File: config.mk
export PLATFORM = sky130hd
export DESIGN_NAME = full_adder_flat
export DESIGN_NICKNAME = d
export VERILOG_FILES = /design/src/rtl/full_adder_if.sv /design/src/rtl/full_adder.sv /design/src/flat_wrapper.sv
export SDC_FILE = /design/constraint.sdc
export NUM_CORES = 1
export LEC_CHECK = 0
export BUFFER_PORTS_ARGS = -buffer_cell sky130_fd_sc_hd__buf_2
export CAP_MARGIN = 20
export CORE_AREA = 4 4 41 43
export CTS_CLUSTER_SIZE = 25
export DETAILED_ROUTE_END_ITERATION = 12
export DIE_AREA = 0 0 45 47
export PLACE_DENSITY = 0.35
export RECOVER_POWER = 50
export SLEW_MARGIN = 20
export SYNTH_ARGS = -nofsm -noshare
export SYNTH_HDL_FRONTEND = slang
export SYNTH_SLANG_ARGS = --single-unit
File: constraint.sdc
create_clock -name clk -period 0.82 [get_ports clk]
set_input_delay 0.041 -clock clk [delete_from_list [all_inputs] [get_ports clk]]
set_output_delay 0.041 -clock clk [all_outputs]
set_load 0.01 [all_outputs]
File: src/rtl/full_adder_if.sv
// full_adder_if: operand/result bundle for the registered ripple-carry adder
interface full_adder_if #(parameter int WIDTH = 1);
  logic             in_valid;
  logic [WIDTH-1:0] a;
  logic [WIDTH-1:0] b;
  logic             c;
  logic [WIDTH-1:0] s;
  logic             co;
  logic             out_valid;
  modport master (output in_valid, a, b, c, input s, co, out_valid);
  modport slave  (input in_valid, a, b, c, output s, co, out_valid);
endinterface

File: src/rtl/full_adder.sv
// full_adder: registered ripple-carry adder, {co,s} = a + b + c with one-cycle latency
module full_adder #(parameter int WIDTH = 1) (
  input logic        clk,
  input logic        rst,
  full_adder_if.slave bus
);
  logic [WIDTH-1:0] s_q, s_d, sum;
  logic             co_q, co_d;
  logic             vld_q, vld_d;
  logic [WIDTH:0]   carry;
  // ripple chain of full-adder cells; results are captured only on valid input
  always_comb begin
    carry[0] = bus.c;
    sum = '0;
    for (int i = 0; i < WIDTH; i++) begin
      sum[i] = bus.a[i] ^ bus.b[i] ^ carry[i];
      carry[i+1] = (bus.a[i] & bus.b[i]) | (carry[i] & (bus.a[i] ^ bus.b[i]));
    end
    s_d = bus.in_valid ? sum : s_q;
    co_d = bus.in_valid ? carry[WIDTH] : co_q;
    vld_d = bus.in_valid;
  end
  // output registers; reset clears results and drops any pending valid
  always_ff @(posedge clk) begin
    if (rst) begin
      s_q <= '0;
      co_q <= 1'b0;
      vld_q <= 1'b0;
    end else begin
      s_q <= s_d;
      co_q <= co_d;
      vld_q <= vld_d;
    end
  end
  assign bus.s = s_q;
  assign bus.co = co_q;
  assign bus.out_valid = vld_q;
endmodule

File: src/flat_wrapper.sv
// flat-port wrapper written by rule: the top's interface ports become plain ports
module full_adder_flat 
#(parameter int WIDTH = 1)
  (clk, rst, bus_in_valid, bus_a, bus_b, bus_c, bus_s, bus_co, bus_out_valid);
  full_adder_if #(.WIDTH(WIDTH)) bus_i ();
  input logic clk;
  input logic rst;
  input wire logic [$bits(bus_i.in_valid)-1:0] bus_in_valid;
  input wire logic [$bits(bus_i.a)-1:0] bus_a;
  input wire logic [$bits(bus_i.b)-1:0] bus_b;
  input wire logic [$bits(bus_i.c)-1:0] bus_c;
  output wire logic [$bits(bus_i.s)-1:0] bus_s;
  output wire logic [$bits(bus_i.co)-1:0] bus_co;
  output wire logic [$bits(bus_i.out_valid)-1:0] bus_out_valid;
  assign bus_i.in_valid = bus_in_valid;
  assign bus_i.a = bus_a;
  assign bus_i.b = bus_b;
  assign bus_i.c = bus_c;
  assign bus_s = bus_i.s;
  assign bus_co = bus_i.co;
  assign bus_out_valid = bus_i.out_valid;
  full_adder #(.WIDTH(WIDTH)) u_core (.clk(clk), .rst(rst), .bus(bus_i));
endmodule
Word level (Yosys, flattened, before mapping)
Cells that the tools add are included.
- bits in registers: 3
- bits in latches: 0
- memory bits (writable): 0
- bits in read-only memories: 0
- input bits: 6
- output and inout port bits: 3
- logic and storage cells: 8
- memories: 0
- add/subtract/negate cells: 0
- multiply operators: 0
- div/mod/pow operators: 0
- $lt $le $gt $ge: 0
- eq/ne operators: 0
- shift-type cells: 0
- multiplexer cells: 0
- bitwise logic cells: 5
- reduce and logical (&&, ||, !) cells: 0
- operators with widths (operator ; count):
    AND 1 bit ; 2
    bitwise XOR 1 bit ; 2
    OR 1 bit ; 1

Longest topological paths before layout
Gate-level depths: netlist of run 1.
- depth in word-level cells: 3
- mapped depth: 3
- gate-level depth less buffers: 3

Worst setup path after synthesis of run 1
No wires, ideal clock.
- path kind: input-to-reg
- start: in bus_c
- end: reg u_core.s_q (netlist: u_core.bus.s)
- setup time: 0.114 ns
- arrival: 0.662 ns
- required time: 0.706 ns
- path slack: 0.044 ns
- stages on the path: 3
- path buffers: 0
- cells stage by stage: fa_1 > mux2i_1 > nor2_1
- longest elaborated chain between the ends: 1
- RTL lines (what ; RTL line ; text):
    start: declaration ; flat_wrapper.sv:11 ; input wire logic [$bits(bus_i.c)-1:0] bus_c;
    bitwise XOR 1 bit ; full_adder.sv:16 ; sum[i] = bus.a[i] ^ bus.b[i] ^ carry[i];
    end signal: assignment ; full_adder.sv:26 ; s_q <= '0;
    end signal: assignment ; full_adder.sv:30 ; s_q <= s_d;
    end: declaration ; full_adder.sv:7 ; logic [WIDTH-1:0] s_q, s_d, sum;
No other way between the ends.
A chain may end at the register's enable or synchronous reset.

Worst setup path after layout of run 1
- start: reg u_core.co_q (netlist: u_core.bus.co)
- end: out bus_co
- RTL lines (what ; RTL line ; text):
    start: declaration ; full_adder.sv:8 ; logic co_q, co_d;
    start signal: assignment ; full_adder.sv:31 ; co_q <= co_d;
    end: declaration ; flat_wrapper.sv:13 ; output wire logic [$bits(bus_i.co)-1:0] bus_co;
No word-level cell between the ends.

==> flow_summary.html, run 1 <==
<table>
<tr><th>Metric</th><th>Value</th></tr>
<tr><th colspan="2">Power and ir drop</th></tr>
<tr><td>Leak pwr</td><td>0.09438 nW</td></tr>
<tr><td>Largest voltage drop on the vdd net</td><td>0.2557 mV</td></tr>
<tr><td>Total power of the final layout</td><td>479.0 uW</td></tr>
<tr><td>Power per unit of standard cell area</td><td>2334 nW/um^2</td></tr>
<tr><th colspan="2">Synth</th></tr>
<tr><td>Area fraction of the dominant cell type after synthesis</td><td>52.75%</td></tr>
<tr><td>Register area share after synthesis</td><td>52.75%</td></tr>
<tr><td>Average cell area after synthesis</td><td>12.65 sq um</td></tr>
<tr><td>Share of synthesized area spent on multiplexers</td><td>17.58%</td></tr>
<tr><td>Post-Synthesis Net Count</td><td>16</td></tr>
<tr><td>Synth unique cells</td><td>5</td></tr>
<tr><td>Post-synthesis instance total</td><td>9</td></tr>
<tr><td>Most instantiated cells after synthesis</td><td>sky130_fd_sc_hd__dfxtp_1, sky130_fd_sc_hd__mux2i_1, sky130_fd_sc_hd__nor2_1, sky130_fd_sc_hd__fa_1, sky130_fd_sc_hd__nor2b_1</td></tr>
<tr><td>Compound-gate portion of the synthesized area</td><td>0%</td></tr>
<tr><td>Fraction of synthesized cell area in xor and xnor cells</td><td>0%</td></tr>
<tr><td>FF+latch count, synth</td><td>3</td></tr>
<tr><td>Area share of fa/ha/maj cells after synthesis</td><td>17.58%</td></tr>
<tr><td>Most used flip-flop cell after synthesis</td><td>sky130_fd_sc_hd__dfxtp_1</td></tr>
<tr><td>Number of warnings issued by yosys</td><td>0</td></tr>
<tr><td>Post-synth EDFFs</td><td>0</td></tr>
<tr><td>Share of synthesized cell area in and, or, nand and nor gates</td><td>12.09%</td></tr>
<tr><td>Library cell with the largest summed area after synthesis</td><td>sky130_fd_sc_hd__dfxtp_1</td></tr>
<tr><td>Most common cell in the netlist</td><td>sky130_fd_sc_hd__dfxtp_1</td></tr>
<tr><td>Synth Cell Area</td><td>113.9 sq um</td></tr>
<tr><td>Cell types with the largest area share after synthesis</td><td>sky130_fd_sc_hd__dfxtp_1, sky130_fd_sc_hd__fa_1, sky130_fd_sc_hd__mux2i_1</td></tr>
<tr><td>Ys async rst share</td><td>0%</td></tr>
<tr><td>Main combinational cell family by area after synthesis</td><td>adder cells</td></tr>
<tr><th colspan="2">Routing</th></tr>
<tr><td>Via density per instance</td><td>3.162</td></tr>
<tr><td>Antenna violation net count after detailed routing</td><td>0</td></tr>
<tr><td>Starting DRC count in detailed routing</td><td>0</td></tr>
<tr><td>Residual DRC</td><td>0</td></tr>
<tr><td>WL per Instance</td><td>8.865 um</td></tr>
<tr><td>Number of detailed-route iterations in the first pass</td><td>1</td></tr>
<tr><td>Vias post-DR</td><td>117</td></tr>
<tr><td>Wirelength, routed</td><td>328 um</td></tr>
<tr><th colspan="2">Global route</th></tr>
<tr><td>Antenna violations before repair</td><td>0</td></tr>
<tr><td>Grt total ovfl</td><td>0</td></tr>
<tr><td>Global-route wire length before repair</td><td>483 um</td></tr>
<tr><td>GRT Resource Usage Total</td><td>4.427%</td></tr>
<tr><td>Pin count of the biggest net entering global routing</td><td>4</td></tr>
<tr><td>Vias in the first global route</td><td>130</td></tr>
<tr><th colspan="2">Timing</th></tr>
<tr><td>Worst-case headroom to the max-slew limit</td><td>92.16%</td></tr>
<tr><td>Final critical-path required period</td><td>722.8 ps</td></tr>
<tr><td>Achievable frequency</td><td>1383 MHz</td></tr>
<tr><td>Number of endpoints failing setup at the final stage</td><td>0</td></tr>
<tr><td>Final number of max-transition violations</td><td>0</td></tr>
<tr><td>Post-route clock skew</td><td>0 ps</td></tr>
<tr><td>Period Utilization, post-route</td><td>88.15%</td></tr>
<tr><td>RSZ-0062 raised after global routing</td><td>no</td></tr>
<tr><td>Transition time of the tightest slew-check pin</td><td>114.3 ps</td></tr>
<tr><td>Min setup slack post-route</td><td>97.18 ps</td></tr>
<tr><td>Endpoints failing hold</td><td>0</td></tr>
<tr><td>Setup tns final</td><td>0 ps</td></tr>
<tr><th colspan="2">Die</th></tr>
<tr><td>DIE WIDTH</td><td>45 um</td></tr>
<tr><td>Top-Level Pins</td><td>9</td></tr>
<tr><td>Num rows</td><td>13</td></tr>
<tr><td>Overall die height</td><td>47 um</td></tr>
<tr><td>Area enclosed by the die boundary</td><td>2115 sq um</td></tr>
<tr><td>Initial cell density of the core</td><td>8.750%</td></tr>
<tr><td>Placeable core area</td><td>1301 sq um</td></tr>
<tr><th colspan="2">Placed design</th></tr>
<tr><td>Post-place instance area</td><td>172.7 sq um</td></tr>
<tr><td>Setup Slack @ Placement</td><td>-104.5 ps</td></tr>
<tr><td>Placer's final routability congestion estimate</td><td>0.6378</td></tr>
<tr><td>Input/output buffers</td><td>8</td></tr>
<tr><th colspan="2">Setup path</th></tr>
<tr><td>Setup slack of the most critical reg-to-reg path</td><td>250 ps</td></tr>
<tr><td>Sum of buffers and inverters on the critical path</td><td>1</td></tr>
<tr><td>Data required time of the worst path</td><td>780 ps</td></tr>
<tr><td>Startpoint of the lowest-slack register-to-register path</td><td>u_core.bus.co$_SDFFE_PP0P_</td></tr>
<tr><td>Worst R2R End</td><td>u_core.bus.co$_SDFFE_PP0P_</td></tr>
<tr><td>Length in cells of the worst reg-to-reg path</td><td>2</td></tr>
<tr><td>Sort of element at the end of the critical path</td><td>output port</td></tr>
<tr><td>Peak per-stage delay on the critical path</td><td>320 ps</td></tr>
<tr><td>Critical-path cell with the highest stage delay</td><td>sky130_fd_sc_hd__dfxtp_1</td></tr>
<tr><td>Biggest fanout along the worst timing path</td><td>2</td></tr>
<tr><td>Ordered cell list for the critical path</td><td>buf_2</td></tr>
<tr><td>Type of the worst setup path</td><td>register to output port</td></tr>
<tr><td>CP arrival</td><td>680 ps</td></tr>
<tr><td>Family of cells with the greatest summed delay on the critical path</td><td>flip-flops</td></tr>
<tr><td>Startpoint types</td><td>register</td></tr>
<tr><th colspan="2">CTS</th></tr>
<tr><td>Count of buffers added by post-CTS timing repair for setup</td><td>0</td></tr>
<tr><td>Post-CTS clock slew at the launch and capture registers of the worst setup and hold paths</td><td>40 ps</td></tr>
<tr><td>Clock latency on the worst-skew pair</td><td>230 ps</td></tr>
<tr><td>TritonCTS Buffers</td><td>3</td></tr>
<tr><td>Clock Path Buffers</td><td>2</td></tr>
<tr><td>CTS HTree Levels</td><td>1</td></tr>
<tr><td>Cell at the root of the clock tree</td><td>sky130_fd_sc_hd__clkbuf_4</td></tr>
<tr><td>Clock tree from TritonCTS</td><td>done</td></tr>
<tr><td>Number of clock sinks seen by CTS</td><td>3</td></tr>
<tr><th colspan="2">Layout</th></tr>
<tr><td>Filler cell count</td><td>156</td></tr>
<tr><td>Combined flip-flop and latch cell area</td><td>60.06 sq um</td></tr>
<tr><td>Area growth from synthesis to layout</td><td>80.22%</td></tr>
<tr><td>Share of final-layout standard cells stronger than drive strength 1</td><td>36.36%</td></tr>
<tr><td>Diode insertion count for antenna repair</td><td>0</td></tr>
<tr><td>Final net count</td><td>30</td></tr>
<tr><td>Area occupied by multi-input gates</td><td>53.80 sq um</td></tr>
<tr><td>Area of all placed cells without fillers</td><td>205.2 sq um</td></tr>
<tr><th colspan="2">Hold path</th></tr>
<tr><td>Class of the worst hold path</td><td>input port to register</td></tr>
<tr><td>Endpoint with the worst hold slack</td><td>u_core.bus.out_valid$_SDFF_PP0_</td></tr>
<tr><td>Number of cells on the worst hold path</td><td>2</td></tr>
<tr><td>Origin of the worst min-delay path</td><td>bus_in_valid</td></tr>
<tr><th colspan="2">Flow run</th></tr>
<tr><td>Max-capacitance violation count</td><td>0</td></tr>
<tr><th colspan="2">Status</th></tr>
<tr><td>Outcome</td><td>complete, no violations</td></tr>
</table>
-- sequential cells by signal (all words and copies together), names as in the netlist --
name,count
u_core.bus.co,1
u_core.bus.out_valid,1
u_core.bus.s,1
-- per-stage QoR --
stage	hold slack, ps	std cells	utilization, %
floorplan	112.6	9	-
finish	94.87	37	15.77
global placement	238.7	32	13.27
CTS	96.81	37	16.06
detailed placement	236.0	32	13.27
global route	117.6	37	15.77
-- how the worst max path moves through the flow --
| stage | start | endpoint | slack (ps) | cells after the start |
|---|---|---|---|---|
| 3_5_place_dp | bus_c | u_core.bus.s$_SDFFE_PP0P_ | -100 | 4 |
| 4_1_cts | u_core.bus.co$_SDFFE_PP0P_ | bus_co | 80 | 1 |
| 2_1_floorplan | bus_c | u_core.bus.s$_SDFFE_PP0P_ | 40 | 3 |
| 3_3_place_gp | bus_c | u_core.bus.s$_SDFFE_PP0P_ | -110 | 4 |
| 6_report | u_core.bus.co$_SDFFE_PP0P_ | bus_co | 100 | 1 |
| 5_1_grt | u_core.bus.s$_SDFFE_PP0P_ | bus_s | 70 | 1 |
-- placed cells by master, fill, tap and decap left out --
| master | netlist | layout |
|---|---|---|
| sky130_fd_sc_hd__fa_1 | 1 | 1 |
| sky130_fd_sc_hd__dlygate4sd3_1 | 0 | 1 |
| sky130_fd_sc_hd__clkbuf_4 | 0 | 3 |
| sky130_fd_sc_hd__clkbuf_1 | 0 | 4 |
| sky130_fd_sc_hd__buf_2 | 0 | 5 |
| sky130_fd_sc_hd__mux2i_1 | 2 | 2 |
| sky130_fd_sc_hd__nor2_1 | 2 | 2 |
| sky130_fd_sc_hd__nor2b_1 | 1 | 1 |
| sky130_fd_sc_hd__dfxtp_1 | 3 | 3 |
-- power breakdown --
group	total [mW]	leakage, nW	internal (mW)	switching (mW)
logic	0.0572	0.0545	0.0296	0.0276
clock network	0.260	0.0150	0.182	0.0778
registers	0.162	0.0249	0.157	0.00412
total	0.479	0.0944	0.370	0.109
-- layer usage --
| layer | global-route usage, % | part of all wire, % |
|---|---|---|
| met1 | 3.189 | 36 |
| met5 | 0 | 0 |
| met2 | 4.520 | 34 |
| met3 | 4.215 | 25 |
| met4 | 8.772 | 4.3 |
-- kinds of logic (layout without fill, tap and decap cells) --
logic type,after synthesis,in the layout
multiplexers,2,2
adder cells (fa/ha/maj),1,1
AND/OR/NAND/NOR,3,3
buffers and inverters,0,13
flip-flops,3,3
-- area by class of cell --
cell class              count  share of cell area [%]
multi-input cells           6                   26.22
flip-flops and latches      3                   29.27
clock buffers               4                   12.80
well taps                  15                   9.146
repair buffers              9                   22.56
-- timing repair --
action / 4_1_cts / 5_1_grt
hold buffers: 1 / 0
gates resized for setup: 0 / 0
hold endpoints to repair: 3 / 0
(Power assumes the default switching activity.)
==> run 2: changes to the inputs <==
CORE_AREA = 8 8 45 47   (was 4 4 41 43)
DIE_AREA = 0 0 53 55   (was 0 0 45 47)
==> flow_summary.html, run 2 (synthesis gave the netlist of run 1 again) <==
<table>
<tr><th>Metric</th><th>Value</th></tr>
<tr><th colspan="2">Status</th></tr>
<tr><td>Outcome</td><td>complete, no violations</td></tr>
<tr><th colspan="2">Setup path</th></tr>
<tr><td>Peak per-stage delay on the critical path</td><td>320 ps</td></tr>
<tr><td>Sum of buffers and inverters on the critical path</td><td>1</td></tr>
<tr><td>Logic depth of the worst setup path including buffers</td><td>1</td></tr>
<tr><td>Type of the worst setup path</td><td>register to output port</td></tr>
<tr><td>Critical-path cell with the highest stage delay</td><td>sky130_fd_sc_hd__dfxtp_1</td></tr>
<tr><td>Biggest fanout along the worst timing path</td><td>2</td></tr>
<tr><td>Ordered cell list for the critical path</td><td>buf_2</td></tr>
<tr><td>Family of cells with the greatest summed delay on the critical path</td><td>flip-flops</td></tr>
<tr><td>Startpoint types</td><td>register</td></tr>
<tr><td>Data required time of the worst path</td><td>780 ps</td></tr>
<tr><td>CP arrival</td><td>690 ps</td></tr>
<tr><td>Sort of element at the end of the critical path</td><td>output port</td></tr>
<tr><td>Length in cells of the worst reg-to-reg path</td><td>2</td></tr>
<tr><th colspan="2">Layout</th></tr>
<tr><td>Diode insertion count for antenna repair</td><td>0</td></tr>
<tr><td>Area occupied by multi-input gates</td><td>53.80 sq um</td></tr>
<tr><td>Area of all placed cells without fillers</td><td>207.7 sq um</td></tr>
<tr><td>Filler cell count</td><td>164</td></tr>
<tr><td>Combined flip-flop and latch cell area</td><td>60.06 sq um</td></tr>
<tr><td>Highest-count cells in the layout ignoring fill and taps</td><td>sky130_fd_sc_hd__buf_2, sky130_fd_sc_hd__clkbuf_4, sky130_fd_sc_hd__clkbuf_1, sky130_fd_sc_hd__dfxtp_1</td></tr>
<tr><td>Area growth from synthesis to layout</td><td>82.42%</td></tr>
<tr><td>Final core occ</td><td>15.01%</td></tr>
<tr><td>Final net count</td><td>30</td></tr>
<tr><td>Share of final-layout standard cells stronger than drive strength 1</td><td>40.91%</td></tr>
<tr><td>Commonest non-fill, non-tap cell in the layout</td><td>sky130_fd_sc_hd__buf_2</td></tr>
<tr><th colspan="2">Global route</th></tr>
<tr><td>Vias in the first global route</td><td>139</td></tr>
<tr><td>GRT Resource Usage Total</td><td>3.443%</td></tr>
<tr><td>Grt total ovfl</td><td>0</td></tr>
<tr><td>Pin count of the biggest net entering global routing</td><td>4</td></tr>
<tr><td>Global-route wire length before repair</td><td>614 um</td></tr>
<tr><td>Antenna violations before repair</td><td>0</td></tr>
<tr><th colspan="2">CTS</th></tr>
<tr><td>Count of buffers added by post-CTS timing repair for setup</td><td>0</td></tr>
<tr><td>Post-CTS clock slew at the launch and capture registers of the worst setup and hold paths</td><td>40 ps</td></tr>
<tr><td>Number of resized instances in the post-cts repair step</td><td>0</td></tr>
<tr><td>Number of clock sinks seen by CTS</td><td>3</td></tr>
<tr><td>CTS HTree Levels</td><td>1</td></tr>
<tr><td>Clock tree from TritonCTS</td><td>done</td></tr>
<tr><td>Clock Path Buffers</td><td>2</td></tr>
<tr><td>TritonCTS Buffers</td><td>3</td></tr>
<tr><td>Clock latency on the worst-skew pair</td><td>230 ps</td></tr>
<tr><td>Cell at the root of the clock tree</td><td>sky130_fd_sc_hd__clkbuf_4</td></tr>
<tr><th colspan="2">Hold path</th></tr>
<tr><td>Number of cells on the worst hold path</td><td>2</td></tr>
<tr><td>Class of the worst hold path</td><td>input port to register</td></tr>
<tr><th colspan="2">Timing</th></tr>
<tr><td>Final critical-path required period</td><td>731.9 ps</td></tr>
<tr><td>Post-route clock skew</td><td>0 ps</td></tr>
<tr><td>Final number of max-transition violations</td><td>0</td></tr>
<tr><td>Achievable frequency</td><td>1366 MHz</td></tr>
<tr><td>Number of endpoints failing setup at the final stage</td><td>0</td></tr>
<tr><td>Setup tns final</td><td>0 ps</td></tr>
<tr><td>RSZ-0062 raised after global routing</td><td>no</td></tr>
<tr><td>Worst-case headroom to the max-slew limit</td><td>91.84%</td></tr>
<tr><td>Period Utilization, post-route</td><td>89.25%</td></tr>
<tr><td>Endpoints failing hold</td><td>0</td></tr>
<tr><td>Transition time of the tightest slew-check pin</td><td>118.9 ps</td></tr>
<tr><td>Worst hold slack after final layout</td><td>87.43 ps</td></tr>
<tr><th colspan="2">Flow run</th></tr>
<tr><td>Max-capacitance violation count</td><td>0</td></tr>
<tr><th colspan="2">Die</th></tr>
<tr><td>Initial cell density of the core</td><td>8.228%</td></tr>
<tr><td>Area enclosed by the die boundary</td><td>2915 sq um</td></tr>
<tr><td>Overall die height</td><td>55 um</td></tr>
<tr><td>Placeable core area</td><td>1384 sq um</td></tr>
<tr><td>DIE WIDTH</td><td>53 um</td></tr>
<tr><td>Top-Level Pins</td><td>9</td></tr>
<tr><td>Num rows</td><td>14</td></tr>
<tr><th colspan="2">Routing</th></tr>
<tr><td>Number of detailed-route iterations in the first pass</td><td>2</td></tr>
<tr><td>Starting DRC count in detailed routing</td><td>1</td></tr>
<tr><td>Residual DRC</td><td>0</td></tr>
<tr><td>Via density per instance</td><td>2.921</td></tr>
<tr><td>Antenna violation net count after detailed routing</td><td>0</td></tr>
<tr><td>Vias post-DR</td><td>111</td></tr>
<tr><td>Wirelength, routed</td><td>343 um</td></tr>
<tr><td>WL per Instance</td><td>9.026 um</td></tr>
<tr><th colspan="2">Placed design</th></tr>
<tr><td>Placer's final routability congestion estimate</td><td>0.5383</td></tr>
<tr><td>Post-place instance area</td><td>173.9 sq um</td></tr>
<tr><td>Input/output buffers</td><td>8</td></tr>
<tr><th colspan="2">Power and ir drop</th></tr>
<tr><td>Largest voltage drop on the vdd net</td><td>0.6655 mV</td></tr>
<tr><td>Power per unit of standard cell area</td><td>2307 nW/um^2</td></tr>
<tr><td>Total power of the final layout</td><td>479.1 uW</td></tr>
<tr><td>Leak pwr</td><td>0.09797 nW</td></tr>
</table>
==> run 2: path summary, 6_finish.rpt <==
kind | startpoint | to | slack (ps)
worst max-delay path | u_core.bus.co$_SDFFE_PP0P_ | bus_co | 90
worst min-delay path | bus_in_valid | u_core.bus.out_valid$_SDFF_PP0_ | 90
worst max register to register | u_core.bus.s$_SDFFE_PP0P_ | u_core.bus.s$_SDFFE_PP0P_ | 240
worst min register to register | u_core.bus.co$_SDFFE_PP0P_ | u_core.bus.co$_SDFFE_PP0P_ | 490
==> run 2: timing repair <==
| action | in CTS | in global routing |
|---|---|---|
| hold endpoints to repair | 3 | 0 |
| hold buffers | 1 | 0 |
| endpoints found under the setup margin | 0 | 0 |
==> run 2: stage by stage <==
step,instances,worst slack [ps]
after floorplan,9,43.80
after global placement,33,-82.34
after detailed placement,33,-103.8
after CTS,38,68.58
after global routing,38,39.55
final,38,88.15
==> run 2: power by group <==
group	total [mW]	leakage [nW]	switching, mW	internal (mW)
clock network	0.261	0.0150	0.0787	0.183
logic	0.0561	0.0581	0.0266	0.0295
registers	0.162	0.0249	0.00432	0.157
total	0.479	0.0980	0.110	0.369
==> run 2: layer usage <==
layer | global-route usage (%) | routed length, um | vias up
met3 | 6.150 | 81 | 2
met2 | 2.344 | 74 | 9
li1 | - | - | 55
met1 | 3.343 | 179 | 45
met4 | 2.586 | 7 | 0
met5 | 0 | 0 | -
==> run 2: final cells by class <==
cell class                      instances  area share, %
Multi-Input combinational cell          6          25.90
Tap cell                               16          9.639
Clock buffer                            4          12.65
Timing Repair Buffer                    9          22.89
Sequential cell                         3          28.92
